==> config.mk <==
export PLATFORM = sky130hd
export DESIGN_NAME = debug_probe_capture
export DESIGN_NICKNAME = d
export VERILOG_FILES = /design/src/rtl/debug_probe_capture.sv
export SDC_FILE = /design/constraint.sdc
export NUM_CORES = 1
export LEC_CHECK = 0
export CAP_MARGIN = 20
export CORE_MARGIN = 3
export CORE_UTILIZATION = 34
export CTS_CLUSTER_DIAMETER = 30
export CTS_CLUSTER_SIZE = 40
export DETAILED_ROUTE_END_ITERATION = 10
export PLACE_DENSITY = 0.6
export RECOVER_POWER = 50
export SYNTH_ARGS = -nofsm -noshare
export SYNTH_HDL_FRONTEND = slang
export SYNTH_SLANG_ARGS = --single-unit
==> constraint.sdc <==
create_clock -name clk16x -period 5.65 [get_ports clk16x]
set_input_delay 1.4125 -clock clk16x [delete_from_list [all_inputs] [get_ports clk16x]]
set_output_delay 1.4125 -clock clk16x [all_outputs]
set_load 0.01 [all_outputs]
==> src/rtl/debug_probe_capture.sv <==
// Debug probe capture: records one selected probe channel into a circular
// buffer from arm until a programmable number of samples after a trigger
// match, then freezes it for readout relative to the oldest stored sample.
//
// Optional build macro DEBUG_PROBE_EDGE_TRIG_EN: trigger on a rising match
// (current sample matches, previous ARMED sample did not) instead of on a
// level match.
//
// state | meaning
// ------+-----------------------------------------------------------
// IDLE  | not capturing; buffer and pointers hold
// ARMED | storing every sample, waiting for the trigger match
// POST  | storing post-trigger samples until the post counter expires
// DONE  | capture complete; buffer frozen, readout enabled
module debug_probe_capture #(
    parameter int  PROBE_W = 9,
    parameter int  NUM_CH  = 4,
    parameter int  DEPTH   = 64,
    localparam int AW      = $clog2(DEPTH)
) (
    input  logic                      clk16x,
    input  logic                      reset_n,
    input  logic [NUM_CH*PROBE_W-1:0] probe_in,
    input  logic [3:0]                ch_sel,
    input  logic [PROBE_W-1:0]        trig_value,
    input  logic [PROBE_W-1:0]        trig_mask,
    input  logic [AW-1:0]             post_count,
    input  logic                      arm,
    input  logic                      abort,
    input  logic                      rd_en,
    input  logic [AW-1:0]             rd_addr,
    output logic [PROBE_W-1:0]        rd_data,
    output logic                      rd_valid,
    output logic [1:0]                state,
    output logic                      triggered,
    output logic                      done,
    output logic [AW-1:0]             trig_pos,
    output logic [AW:0]               fill
);

    typedef enum logic [1:0] {
        S_IDLE  = 2'b00,
        S_ARMED = 2'b01,
        S_POST  = 2'b10,
        S_DONE  = 2'b11
    } state_e;

    localparam logic [AW:0] FILL_MAX = (AW+1)'(DEPTH);

    state_e             state_q, state_d;
    logic [3:0]         sel_q, sel_d;
    logic [AW-1:0]      post_cfg_q, post_cfg_d;
    logic [AW-1:0]      post_cnt_q, post_cnt_d;
    logic [AW-1:0]      wptr_q, wptr_d;
    logic [AW:0]        fill_q, fill_d;
    logic [AW-1:0]      trig_addr_q, trig_addr_d;
    logic               triggered_q, triggered_d;
    logic [PROBE_W-1:0] rd_data_q;
    logic               rd_valid_q;
    logic               wr_en;

    logic [PROBE_W-1:0] mem_q [DEPTH];

    logic [PROBE_W-1:0] sample;
    logic               match;
    logic               fire;
    logic [AW-1:0]      oldest;
    logic [AW-1:0]      rd_idx;
    logic               rd_ok;

    // Select the latched channel and evaluate the masked trigger compare.
    always_comb begin
        sample = '0;
        for (int k = 0; k < NUM_CH; k++) begin
            if (sel_q == 4'(k)) sample = probe_in[k*PROBE_W +: PROBE_W];
        end
        match  = ((sample ^ trig_value) & trig_mask) == '0;
        oldest = (fill_q == FILL_MAX) ? wptr_q : '0;
        rd_idx = oldest + rd_addr;
        rd_ok  = (state_q == S_DONE) && ({1'b0, rd_addr} < fill_q);
    end

`ifdef DEBUG_PROBE_EDGE_TRIG_EN
    logic prev_match_q, prev_match_d;

    // Previous ARMED match; preset on arm so the first ARMED sample cannot fire.
    always_ff @(posedge clk16x or negedge reset_n) begin
        if (!reset_n) prev_match_q <= 1'b1;
        else          prev_match_q <= prev_match_d;
    end

    always_comb begin
        prev_match_d = prev_match_q;
        if (!abort && (state_q == S_IDLE || state_q == S_DONE) && arm) prev_match_d = 1'b1;
        else if (!abort && state_q == S_ARMED)                          prev_match_d = match;
        fire = match && !prev_match_q;
    end
`else
    always_comb fire = match;
`endif

    // Next-state and capture control; abort overrides everything, including arm.
    always_comb begin
        state_d     = state_q;
        sel_d       = sel_q;
        post_cfg_d  = post_cfg_q;
        post_cnt_d  = post_cnt_q;
        wptr_d      = wptr_q;
        fill_d      = fill_q;
        trig_addr_d = trig_addr_q;
        triggered_d = triggered_q;
        wr_en       = 1'b0;
        if (abort) begin
            state_d     = S_IDLE;
            triggered_d = 1'b0;
        end else begin
            case (state_q)
                S_IDLE, S_DONE: begin
                    if (arm) begin
                        state_d     = S_ARMED;
                        sel_d       = (int'(ch_sel) < NUM_CH) ? ch_sel : 4'd0;
                        post_cfg_d  = post_count;
                        fill_d      = '0;
                        wptr_d      = '0;
                        trig_addr_d = '0;
                        triggered_d = 1'b0;
                    end
                end
                S_ARMED, S_POST: begin
                    wr_en  = 1'b1;
                    wptr_d = wptr_q + 1'b1;
                    if (fill_q != FILL_MAX) fill_d = fill_q + 1'b1;
                    if (state_q == S_ARMED) begin
                        if (fire) begin
                            trig_addr_d = wptr_q;
                            triggered_d = 1'b1;
                            post_cnt_d  = post_cfg_q;
                            state_d     = (post_cfg_q == '0) ? S_DONE : S_POST;
                        end
                    end else begin
                        if (post_cnt_q == AW'(1)) state_d = S_DONE;
                        post_cnt_d = post_cnt_q - 1'b1;
                    end
                end
                default: state_d = S_IDLE;
            endcase
        end
    end

    // Control registers and registered readout.
    always_ff @(posedge clk16x or negedge reset_n) begin
        if (!reset_n) begin
            state_q     <= S_IDLE;
            sel_q       <= '0;
            post_cfg_q  <= '0;
            post_cnt_q  <= '0;
            wptr_q      <= '0;
            fill_q      <= '0;
            trig_addr_q <= '0;
            triggered_q <= 1'b0;
            rd_data_q   <= '0;
            rd_valid_q  <= 1'b0;
        end else begin
            state_q     <= state_d;
            sel_q       <= sel_d;
            post_cfg_q  <= post_cfg_d;
            post_cnt_q  <= post_cnt_d;
            wptr_q      <= wptr_d;
            fill_q      <= fill_d;
            trig_addr_q <= trig_addr_d;
            triggered_q <= triggered_d;
            rd_valid_q  <= rd_en;
            rd_data_q   <= (rd_en && rd_ok) ? mem_q[rd_idx] : '0;
        end
    end

    // Capture RAM; contents deliberately survive reset.
    always_ff @(posedge clk16x) begin
        if (wr_en) mem_q[wptr_q] <= sample;
    end

    // A post count of at most DEPTH-1 can only wrap back to the trigger slot's
    // neighbour, so when the trigger becomes the oldest sample the modular
    // distance is already 0.
    assign trig_pos  = trig_addr_q - oldest;
    assign state     = state_q;
    assign done      = (state_q == S_DONE);
    assign triggered = triggered_q;
    assign fill      = fill_q;
    assign rd_data   = rd_data_q;
    assign rd_valid  = rd_valid_q;

endmodule

After elaboration in Yosys (flattened, before gate mapping)
Memory sizes are Yosys's and may differ from the RTL's.
Cells that the tools add are included.
{"block": "word_totals", "elab_cells": 88, "mem_count": 1, "reg_bits": 48, "ram_bits": 576, "romBits": 0, "latch_bits": 0}
{"block": "classes", "n_mul": 0, "n_addsub": 5, "n_eq_ne": 19, "n_lt_le_gt_ge": 2, "reduce_logical": 15, "mux": 33, "div": 0, "shift": 0, "bitwise": 3}
{"name": "mem_q", "depth": 64, "word_bits": 9, "rd": 1, "rd_clocked_by_memory_dff": 0, "wr": 1, "line_no": "62", "text": "logic [PROBE_W-1:0] mem_q [DEPTH];"}
{"cell": "9-bit 2-to-1 mux", "n": 5}
{"cell": "6-bit 2-to-1 mux", "n": 6}
{"cell": "6-bit case mux with 2 select lines", "n": 2}
{"cell": "3-bit AND reduction", "n": 5}
{"cell": "7-bit 2-to-1 mux", "n": 2}
{"cell": "7-bit case mux with 2 select lines", "n": 1}
{"cell": "2-bit 2-to-1 mux", "n": 5}
{"cell": "2-bit != test, second input constant", "n": 5}
{"cell": "9-bit AND", "n": 1}
{"cell": "9-bit logical NOT", "n": 1}
{"cell": "1-bit 2-to-1 mux", "n": 9}
{"cell": "3-bit != test, second input constant", "n": 3}
{"cell": "9-bit XOR", "n": 1}
{"cell": "4-bit by 2-bit == test with 1-bit output, second input constant", "n": 2}
{"cell": "4-bit != test, second input constant", "n": 2}
{"cell": "7-bit by 1-bit adder with 7-bit output, second input constant", "n": 1}
{"cell": "7-bit == test, second input constant", "n": 1}
{"cell": "6-bit by 7-bit < comparator with 1-bit output", "n": 1}
{"cell": "7-bit != test, second input constant", "n": 1}
{"cell": "6-bit by 1-bit adder with 6-bit output, second input constant", "n": 1}
{"cell": "6-bit adder", "n": 1}
{"cell": "6-bit by 1-bit == test with 1-bit output, second input constant", "n": 1}
{"cell": "6-bit logical NOT", "n": 1}
{"cell": "6-bit by 1-bit subtractor with 6-bit output, second input constant", "n": 1}
{"cell": "other kinds (15)", "n": 18}

Longest topological paths before layout
Gate-level depths: netlist of run 1.
{"block": "depth", "depth_word": 12, "mapped_depth": 15, "depth_no_buf": 13}

Worst setup path before layout of run 1
Ideal clock, no wire load.
{"block": "synth_path", "kind": "input-to-reg", "start": "in probe_in[32]", "end": "reg trig_addr_q[2]", "path_buffers": 0, "t_arrival_ns": 4.754, "path_slack_ns": 0.770, "cell_stages": 7, "t_required_ns": 5.524, "cell_sequence": "mux2i_1 o22ai_1 mux2i_1 a2111oi_4 nand3_4 a21o_1 a221o_1"}
{"block": "synth_between", "elab_chain_len": 6}
{"item": "start, declared", "line_no": "23", "text": "input logic [NUM_CH*PROBE_W-1:0] probe_in,"}
{"item": "9-bit 2-to-1 mux", "line_no": "75", "text": "if (sel_q == 4'(k)) sample = probe_in[k*PROBE_W +: PROBE_W];"}
{"item": "net sample[5]", "line_no": "64", "text": "logic [PROBE_W-1:0] sample;"}
{"item": "9-bit XOR", "line_no": "77", "text": "match = ((sample ^ trig_value) & trig_mask) == '0;"}
{"item": "9-bit AND", "line_no": "77"}
{"item": "9-bit logical NOT", "line_no": "77"}
{"item": "2-bit != test (no source line)"}
{"item": "4-bit AND reduction (no source line)"}
{"item": "end signal, assigned", "line_no": "170", "text": "trig_addr_q <= trig_addr_d;"}
{"item": "end, declared", "line_no": "56", "text": "logic [AW-1:0] trig_addr_q, trig_addr_d;"}
The timed path passes the listed nets, and every way through them passes these cells.
A chain may end at the register's enable or synchronous reset.

Worst setup path after layout of run 1
{"block": "layout_path", "start": "reg fill_q[1], in the netlist fill[1]", "end": "out trig_pos[5]"}
{"block": "layout_between", "elab_chain_len": 3}
{"item": "start, declared", "line_no": "55", "text": "logic [AW:0] fill_q, fill_d;"}
{"item": "start signal, assigned", "line_no": "169", "text": "fill_q <= fill_d;"}
{"item": "7-bit == test", "line_no": "78", "text": "oldest = (fill_q == FILL_MAX) ? wptr_q : '0;"}
{"item": "6-bit 2-to-1 mux", "line_no": "78"}
{"item": "6-bit subtractor", "line_no": "185", "text": "assign trig_pos = trig_addr_q - oldest;"}
{"item": "end, declared", "line_no": "37", "text": "output logic [AW-1:0] trig_pos,"}
Every way passes these cells.

==> results of run 1 <==
## per-stage QoR
step	instances	hold slack, ns	cell area [sq um]	power [mW]
after global placement	2353	0.4635	28290	7.622
after global routing	2570	0.5409	32200	14.96
final	2570	0.5086	32200	14.45
after detailed placement	2355	0.4998	28310	7.692
after CTS	2570	0.5155	32280	14.55
after floorplan	1284	0.4449	25580	6.913
## worst min-delay path: stages, from the launching register on
cell	delay, ns
dfrtp_1	0.36
nand2_1	0.05
nand2_1	0.06
## power groups by stage
stage,Combinational [mW],Sequential (mW),Clock (mW)
after floorplan,1.05,5.86,0
after global placement,1.74,5.88,0
after detailed placement,1.80,5.89,0
after CTS,1.80,5.81,6.94
after global routing,1.88,5.91,7.18
final,1.73,5.89,6.83
## final cells by class
cell class | count | area (sq um) | area share, %
Sequential cell | 624 | 18500 | 57.45
Tap cell | 959 | 1200 | 3.727
Timing Repair Buffer | 177 | 1639 | 5.091
Clock buffer | 124 | 2869 | 8.911
Multi-Input combinational cell | 568 | 6793 | 21.10
Inverter | 27 | 101.3 | 0.3148
Clock inverter | 91 | 1096 | 3.404
## cell usage after synthesis, drive strengths merged (2+ instances only)
cell type / count
a2111oi: 2
a211oi: 21
a21o: 10
a21oi: 17
a221o: 9
a221oi: 3
a22oi: 2
and2: 4
and3: 6
buf: 30
clkbuf: 35
dfrtp: 48
edfxtp: 576
fa: 2
ha: 23
inv: 27
mux2: 3
mux2i: 36
mux4: 180
nand2: 45
nand2b: 15
nand3: 11
nand3b: 3
nand4: 3
nor2: 96
nor2b: 13
nor3: 8
o21ai: 4
o22ai: 11
or2: 3
or3: 3
or3b: 2
xnor2: 11
xor2: 9
## cells by family (layout without fill, tap and decap cells)
logic type | after synthesis | in the layout | synth area share (%)
AND/OR/NAND/NOR | 217 | 217 | 3.962
adder cells (fa/ha/maj) | 25 | 25 | 1.281
flip-flops | 624 | 624 | 72.31
XOR/XNOR | 21 | 21 | 0.7728
multiplexers | 219 | 219 | 17.42
buffers and inverters | 92 | 419 | 1.570
AO/OA/AOI/OAI | 86 | 86 | 2.690
## state kept, by name, indices dropped and copies added, names as in the netlist, 2 cells and up
register and count:
wptr_q 6, post_cnt_q 6, fill 7, rd_data 9
sel_q 4, post_cfg_q 6, trig_addr_q 6, state 2
mem_q 576
## worst min-delay path by stage
stage / start / to / slack, ns / depth (start not counted)
global route: sel_q[3] / sel_q[3] / 0.54 / 1
finish: sel_q[0] / sel_q[0] / 0.51 / 2
CTS: sel_q[0] / sel_q[0] / 0.52 / 2
global placement: sel_q[0] / sel_q[0] / 0.46 / 2
detailed placement: sel_q[3] / sel_q[3] / 0.50 / 1
floorplan: sel_q[0] / sel_q[0] / 0.44 / 2
## metal layers
layer | share of wire (%) | global-route usage [%] | wire length [microns]
met4 | 1.9 | 4.300 | 1215
met2 | 51 | 27.26 | 31810
met1 | 42 | 21.29 | 25970
met5 | 0 | 0 | 0
met3 | 5.6 | 2.996 | 3494
==> run summary, run 1 <==
For the number of buffers between clock root and the deepest sink, the log shows 3. Counting cells, the worst reg-to-reg path comes to 12. The biggest area contributor in the post-synthesis netlist is edfxtp_1. The tools report the maximum number of pins on one net before global-route repair as 65.

The floorplan step set the die height to 280.3 microns. The floorplan step defined a die boundary enclosing 0.07857 sq mm. The highest clock rate is 190.8 MHz. The number of sinks on the clock net was 624. Across the routed clock network, the largest skew measured is 0.04901 ns.

In the finished design, the share of the clock period the worst path needs comes to 92.74%. The critical path buffer and inverter count is 2. In this run, synthesis inferred 576 flip-flops with an integrated enable.

The maximum fanout along the worst path is 11. The tools report the top-level I/O count as 102. Once the floorplan was initialized, standard cells occupied 34.71% of the core.

The initial antenna violation count is 1. Setup repair after global routing left no endpoint under its margin. The area growth from synthesis to layout is 25.85%. Registers are responsible for 40.7% of the overall power. In the final layout, the share of cells above drive strength 1 is 28.68%.

Setup slack closes at 0.4101 ns. Across the run, the number of max-cap violations was 10. The tools report the kind of start point of the critical path as a flop. The layout has 6,269 filler cells. Internal power: 10.77 mW. Final-report max-slew violation count: 634. For the worst-case headroom to the max-slew limit, the log shows -109.7%.

The tree is rooted in a clkbuf_16. Counting the buffers created by CTS gives 113. The tools report the number of cells produced by synthesis as 1,284. The run gives 16.05% as the total global-route track usage.

A synthesized cell averages 19.92 sq um. Setup slack on the worst reg-to-reg path comes out at 1.03 ns. The cell that appears most often on the critical path is ha_1. The worst vdd rail ir drop was 0.2372 mV; the HPWL after detailed placement was 37.05 mm. The region available for standard cell placement spans 0.07370 sq mm. The post-synthesis cell area was 0.02558 sq mm; the initial DRC count was 1,363. For this run, the number of Yosys warnings is 0.

Walking the worst path, the cells encountered are inv_1 -> ha_1 -> and3_1 -> nand2_1 -> ha_1 -> nor2b_1 -> o21ai_0 -> nand2b_1 -> a21o_1 -> a21oi_1 -> xnor2_1 -> clkdlybuf4s50_1. STA classifies the critical path endpoint as a primary output. Prior to clock tree synthesis, the placed netlist has a worst setup slack of 0.4700 ns. The H-tree was split into 3 levels.

The clock share of power is 47.3%, and the number of logic stages on the critical path including buffering is 12. The run gives 3.684 mW as the power spent charging and discharging nets. The flow ran to the end, but the final reports show violations. The worst hold path belongs to the class reg -> reg.

The termination of the worst setup path is trig_pos[5]. By startpoint and endpoint, the worst setup path is classified as reg -> out. The post-route minimum period is 5.240 ns, and the final sum of negative setup slack is 0 ns.

Measured on the finished design, the core utilization comes to 43.68%. The later pin in the worst-skew pair is clocked with a latency of 0.67 ns. The run gives 0 as the number of hold-repair buffers added at the cts stage. For the worst setup path, the data required time is 4.24 ns.

Once detail routing completed, the nets flagged for antenna violations numbered 0. Launch instance of the worst register-to-register path: fill[1]. Summed over all layers, the routed wires come to 62.49 mm.

Number of gates given a new drive strength after cts: 0. In this run the post-CTS setup repair buffer count came out at 0. The library cell used most frequently in the layout, excluding fill and tap cells, is edfxtp_1.

For this design, the slowest cell found on the critical path is clkdlybuf4s50_1. The final reports fail on capacitance limit, slew limit. The count of endpoints failing setup in the final report came out at 0.

The area fraction of the dominant cell type after synthesis came out at 67.61%. Final count of hold timing violations: 0. For this block, the via count after detailed routing is 13,352. The proportion of power drawn by combinational gates is 12.0%, and the routed length per placed instance is 24.32 microns. The run gives 3.83 ns as the arrival time at the worst endpoint. The total number of nets in the final design was 1,611. In this design, the stage delay of the slowest critical-path cell is 0.57 ns. Net switching is 25.49% of the power. The count of unique library cells instantiated by Yosys came out at 57. The pre-antenna-repair detailed-routing pass consisted of 5 iterations. The top cell types in the final layout, fill and taps aside, are 576 x edfxtp_1, 180 x mux4_2, 113 x clkbuf_16, 96 x nor2_1, 96 x clkdlybuf4s50_1. TritonCTS built the clock tree. Counting flops and latches in the post-synthesis netlist gives 624. The clock input transition at the sequential cells of the worst setup and hold paths works out to 0.05 ns. In this run the horizontal extent of the chip is 280.3 microns.

The share of async-settable or async-resettable flops after synthesis was 7.692%. The tools report the wire length of the first global-routing pass as 92.89 mm. Among all flip-flop cells after synthesis, the most frequent one is edfxtp_1.

The post-detailed-route DRC marker count was 0. The part of the Yosys area used for sequential elements is 72.31%, and the overall overflow remaining after global route is 0. In the post-synthesis netlist, the biggest area contributors are edfxtp_1 68%, mux4_2 16%, dfrtp_1 4.7%. For the pin with the worst max-slew slack, the measured transition is 3.145 ns. The post-synth net total is 1,384, and the power density relative to cell area is 448.9 mW/mm^2. The worst register-to-register path ends at rd_data[8]. In this run the worst setup path begins at fill[1]. The congestion estimate from routability-driven global placement came to 0.7978. In this run the core area contains 99 standard-cell rows. The antenna diode instance count is 0, and the leakage power figure is 10.80 nW. The tools report the number of global-route vias before repair as 14,049. Input and output buffers added on the ports amount to 101. In this design, the largest share of critical-path delay is due to simple AND/OR/NAND/NOR gates. After detailed routing, the number of vias per cell comes to 5.195.
Note: power is estimated with default switching activity, not from simulation.
==> run 2, diff against run 1 <==
--- a/config.mk
+++ b/config.mk
@@ -6,13 +6,16 @@
 export NUM_CORES = 1
 export LEC_CHECK = 0
 export CAP_MARGIN = 20
+export CELL_PAD_IN_SITES_DETAIL_PLACEMENT = 1
+export CELL_PAD_IN_SITES_GLOBAL_PLACEMENT = 2
 export CORE_MARGIN = 3
 export CORE_UTILIZATION = 34
 export CTS_CLUSTER_DIAMETER = 30
 export CTS_CLUSTER_SIZE = 40
 export DETAILED_ROUTE_END_ITERATION = 10
-export PLACE_DENSITY = 0.6
+export PLACE_DENSITY = 0.7
 export RECOVER_POWER = 50
+export SLEW_MARGIN = 20
 export SYNTH_ARGS = -nofsm -noshare
 export SYNTH_HDL_FRONTEND = slang
 export SYNTH_SLANG_ARGS = --single-unit
==> run 2 against run 1 <==
The run still ends with capacitance limit, slew limit left. Final cell count up 0.97%. Clock skew shrank 0.011 ns. Setup slack worse by 0.031 ns. Count of clock-buffer cells in the layout is 12 higher. Wire length increased by 8.3%. Clock power grew 8.1%. Core utilization rose by 0.45 points. Design area is 1.0% higher. Sequential share of layout area decreased by 0.59 points. Critical path type unchanged. Critical endpoint unchanged.
==> run summary, run 2 (synthesized netlist as in run 1, its figures left out) <==
Once the floorplan was initialized, standard cells occupied 34.71% of the core. The first routing iteration left 1,193 violations. For the arrival time at the worst endpoint, the log shows 3.86 ns. The proportion of layout cells with a drive suffix above 1 was 29.36%. The worst register-to-register path begins at fill[2]. The routed layout has 13,590 vias. The worst-case headroom to the max-slew limit is -126.6%, and the number of buffers between clock root and the deepest sink is 3. Counting flops per register, the top entry is mem_q. The total CTS buffers is 121.

The worst hold path class was reg -> reg. The via density per instance came out at 5.237. The register with the most flip-flops in the layout has 576 of them.

The maximum fanout along the worst path was 11. In this run the remaining antenna-violating nets after routing total 0. Across every metal layer, demand over resource in global routing totals 17.51%. Pin slew with the least headroom to its limit: 3.399 ns. The kind of critical path is reg -> out.

The die is 280.3 microns tall. The flow ran to the end, but the final reports show violations. The first TritonRoute pass finished after 7 iterations.

Entering global routing, the biggest net connects 73 pins. For this run, the post-layout net count is 1,629. For the final sum of negative setup slack, the log shows 0 ns. Final-report max-slew violation count: 634. The worst setup path is launched from a flop. Launching instance or port of the critical path: fill[2].

Counting I/O delays and the setup requirement, the final critical path takes 5.271 ns. For the initial antenna violation count, the log shows 3. The number of global-route vias before repair was 14,789; the number of stages on the worst hold path was 2. Root buffer selected by CTS: clkbuf_16. Setup violations remaining at the end of the flow were counted as 0.

The final cell area excluding filler cells came out at 0.03253 sq mm. The highest clock rate is 189.7 MHz, and the worst clock skew on the final layout is 0.03819 ns. The worst vdd rail ir drop was 0.2282 mV. Clock input transition at the sequential cells of the worst setup and hold paths: 0.05 ns. For this design the top-level I/O count stands at 102. The H-tree was split into 3 levels. The post-CTS setup repair buffer count was 0. After detailed routing, the number of remaining DRC violations is 0. For the worst flop-to-flop path, the logic depth is 13.

The tools report the overall overflow remaining after global route as 0. The leading cell type in the layout, fill and taps excluded is edfxtp_1. The instance area after placement was 0.02837 sq mm. The startpoint identified for the worst hold timing path is sel_q[0]. The tools report the floorplan core area as 0.07370 sq mm.

The run gives 11.00 nW as the leakage power figure. The run gives 15.02 mW as the total chip power. Setup repair after global routing left no endpoint under its margin. The synthesis-to-finish area growth is 27.15%.

The top cell types in the final layout, fill and taps aside, are 576 x edfxtp_1, 180 x mux4_2, 123 x clkbuf_16, 95 x nor2_1, 95 x clkdlybuf4s50_1. Critical-path cell with the highest stage delay: clkdlybuf4s50_1. Counting every sink on the clock net gives 624. The critical path capture point type is a primary output. Final count of hold timing violations: 0. TritonCTS built the clock tree.

The source-to-sink clock delay at the later pin of the worst-skew pair came out at 0.66 ns. After detailed routing, the average wire length per cell comes to 26.08 microns. Dividing the final minimum period by the clock period gives 93.29%. The number of placement rows was 99; the number of max-capacitance violations reported was 10.

Routability-driven placement finished with a final weighted congestion of 0.7365. The tools report the number of hold-repair buffers added at the cts stage as 0. At the worst endpoint, the required time is 4.24 ns. The longest individual stage delay on the worst path was 0.58 ns; the HPWL after detailed placement was 41.01 mm. In this run the power density over the cells is 461.9 mW/mm^2. For the wire length of the first global-routing pass, the log shows 100.6 mm.

Post-CTS repair changed the size of 0 cells. The horizontal die dimension is 280.3 microns, and the number of port buffers is 101. The post-placement worst setup slack was 0.2532 ns; the setup slack of the critical path after layout was 0.3792 ns.

The critical path goes through nor4b_1 -> and3_1 -> nand2_1 -> ha_1 -> nor2b_1 -> o21ai_0 -> nand2b_1 -> a21o_1 -> a21oi_1 -> xnor2_1 -> clkdlybuf4s50_1. The final reports fail on capacitance limit, slew limit. Full die area: 0.07857 sq mm.

The tools report the total wire length as 67.67 mm.
run 2: cell types whose count changed in the layout (fill, tap and decap cells not counted), moves of 5 or more:
| cell | delta |
|---|---|
| clkbuf_16 | +10 |
| inv_6 | +5 |
| buf_4 | +10 |
| clkinv_4 | -5 |
run 2: layout make-up:
cell class	count	area, sq um
clock inverter	93	1115
antenna	1	2.502
inverter	27	101.3
multi-input combinational	568	6748
clock buffer	136	3157
sequential	624	18500
timing repair buffer	187	1707
tap	959	1200
fill	6861	41170
run 2: final timing paths:
check / end / slack, ns
max: trig_pos[5] / 0.38
max reg2reg: rd_data[4] / 0.75
min reg2reg: sel_q[0] / 0.49
min: sel_q[0] / 0.49
min in group asynchronous: sel_q[0] / 2.02
max in group asynchronous: post_cfg_q[0] / 1.71
run 2: critical path: cells and delay by family, from the launching register on:
| kind | cells | cell delay (ns) |
|---|---|---|
| AND/OR/NAND/NOR | 5 | 1.20 |
| buffers and inverters | 1 | 0.58 |
| AO/OA/AOI/OAI | 3 | 0.51 |
| flip-flops | 1 | 0.44 |
| adder cells (fa/ha/maj) | 1 | 0.32 |
| XOR/XNOR | 1 | 0.16 |
run 2: routing by layer:
| metal | routed length [microns] | global-route usage (%) |
|---|---|---|
| met1 | 27470 | 22.71 |
| met2 | 34620 | 29.79 |
| met3 | 3804 | 3.220 |
| met4 | 1746 | 5.908 |
| met5 | 27 | 0 |
run 2: where the power goes:
group	internal, mW	switching [mW]	total [mW]
registers	5.76	0.134	5.89
logic	0.563	1.19	1.75
clock network	4.90	2.47	7.38
run 2: per-stage QoR:
stage / util [%] / std cells / hold slack, ns
4_1_cts: 44.29 / 2593 / 0.4935
3_3_place_gp: 38.49 / 2364 / 0.4749
2_1_floorplan: - / 1284 / 0.4449
5_1_grt: 44.13 / 2594 / 0.5237
6_report: 44.13 / 2595 / 0.4855
3_5_place_dp: 38.49 / 2364 / 0.4861
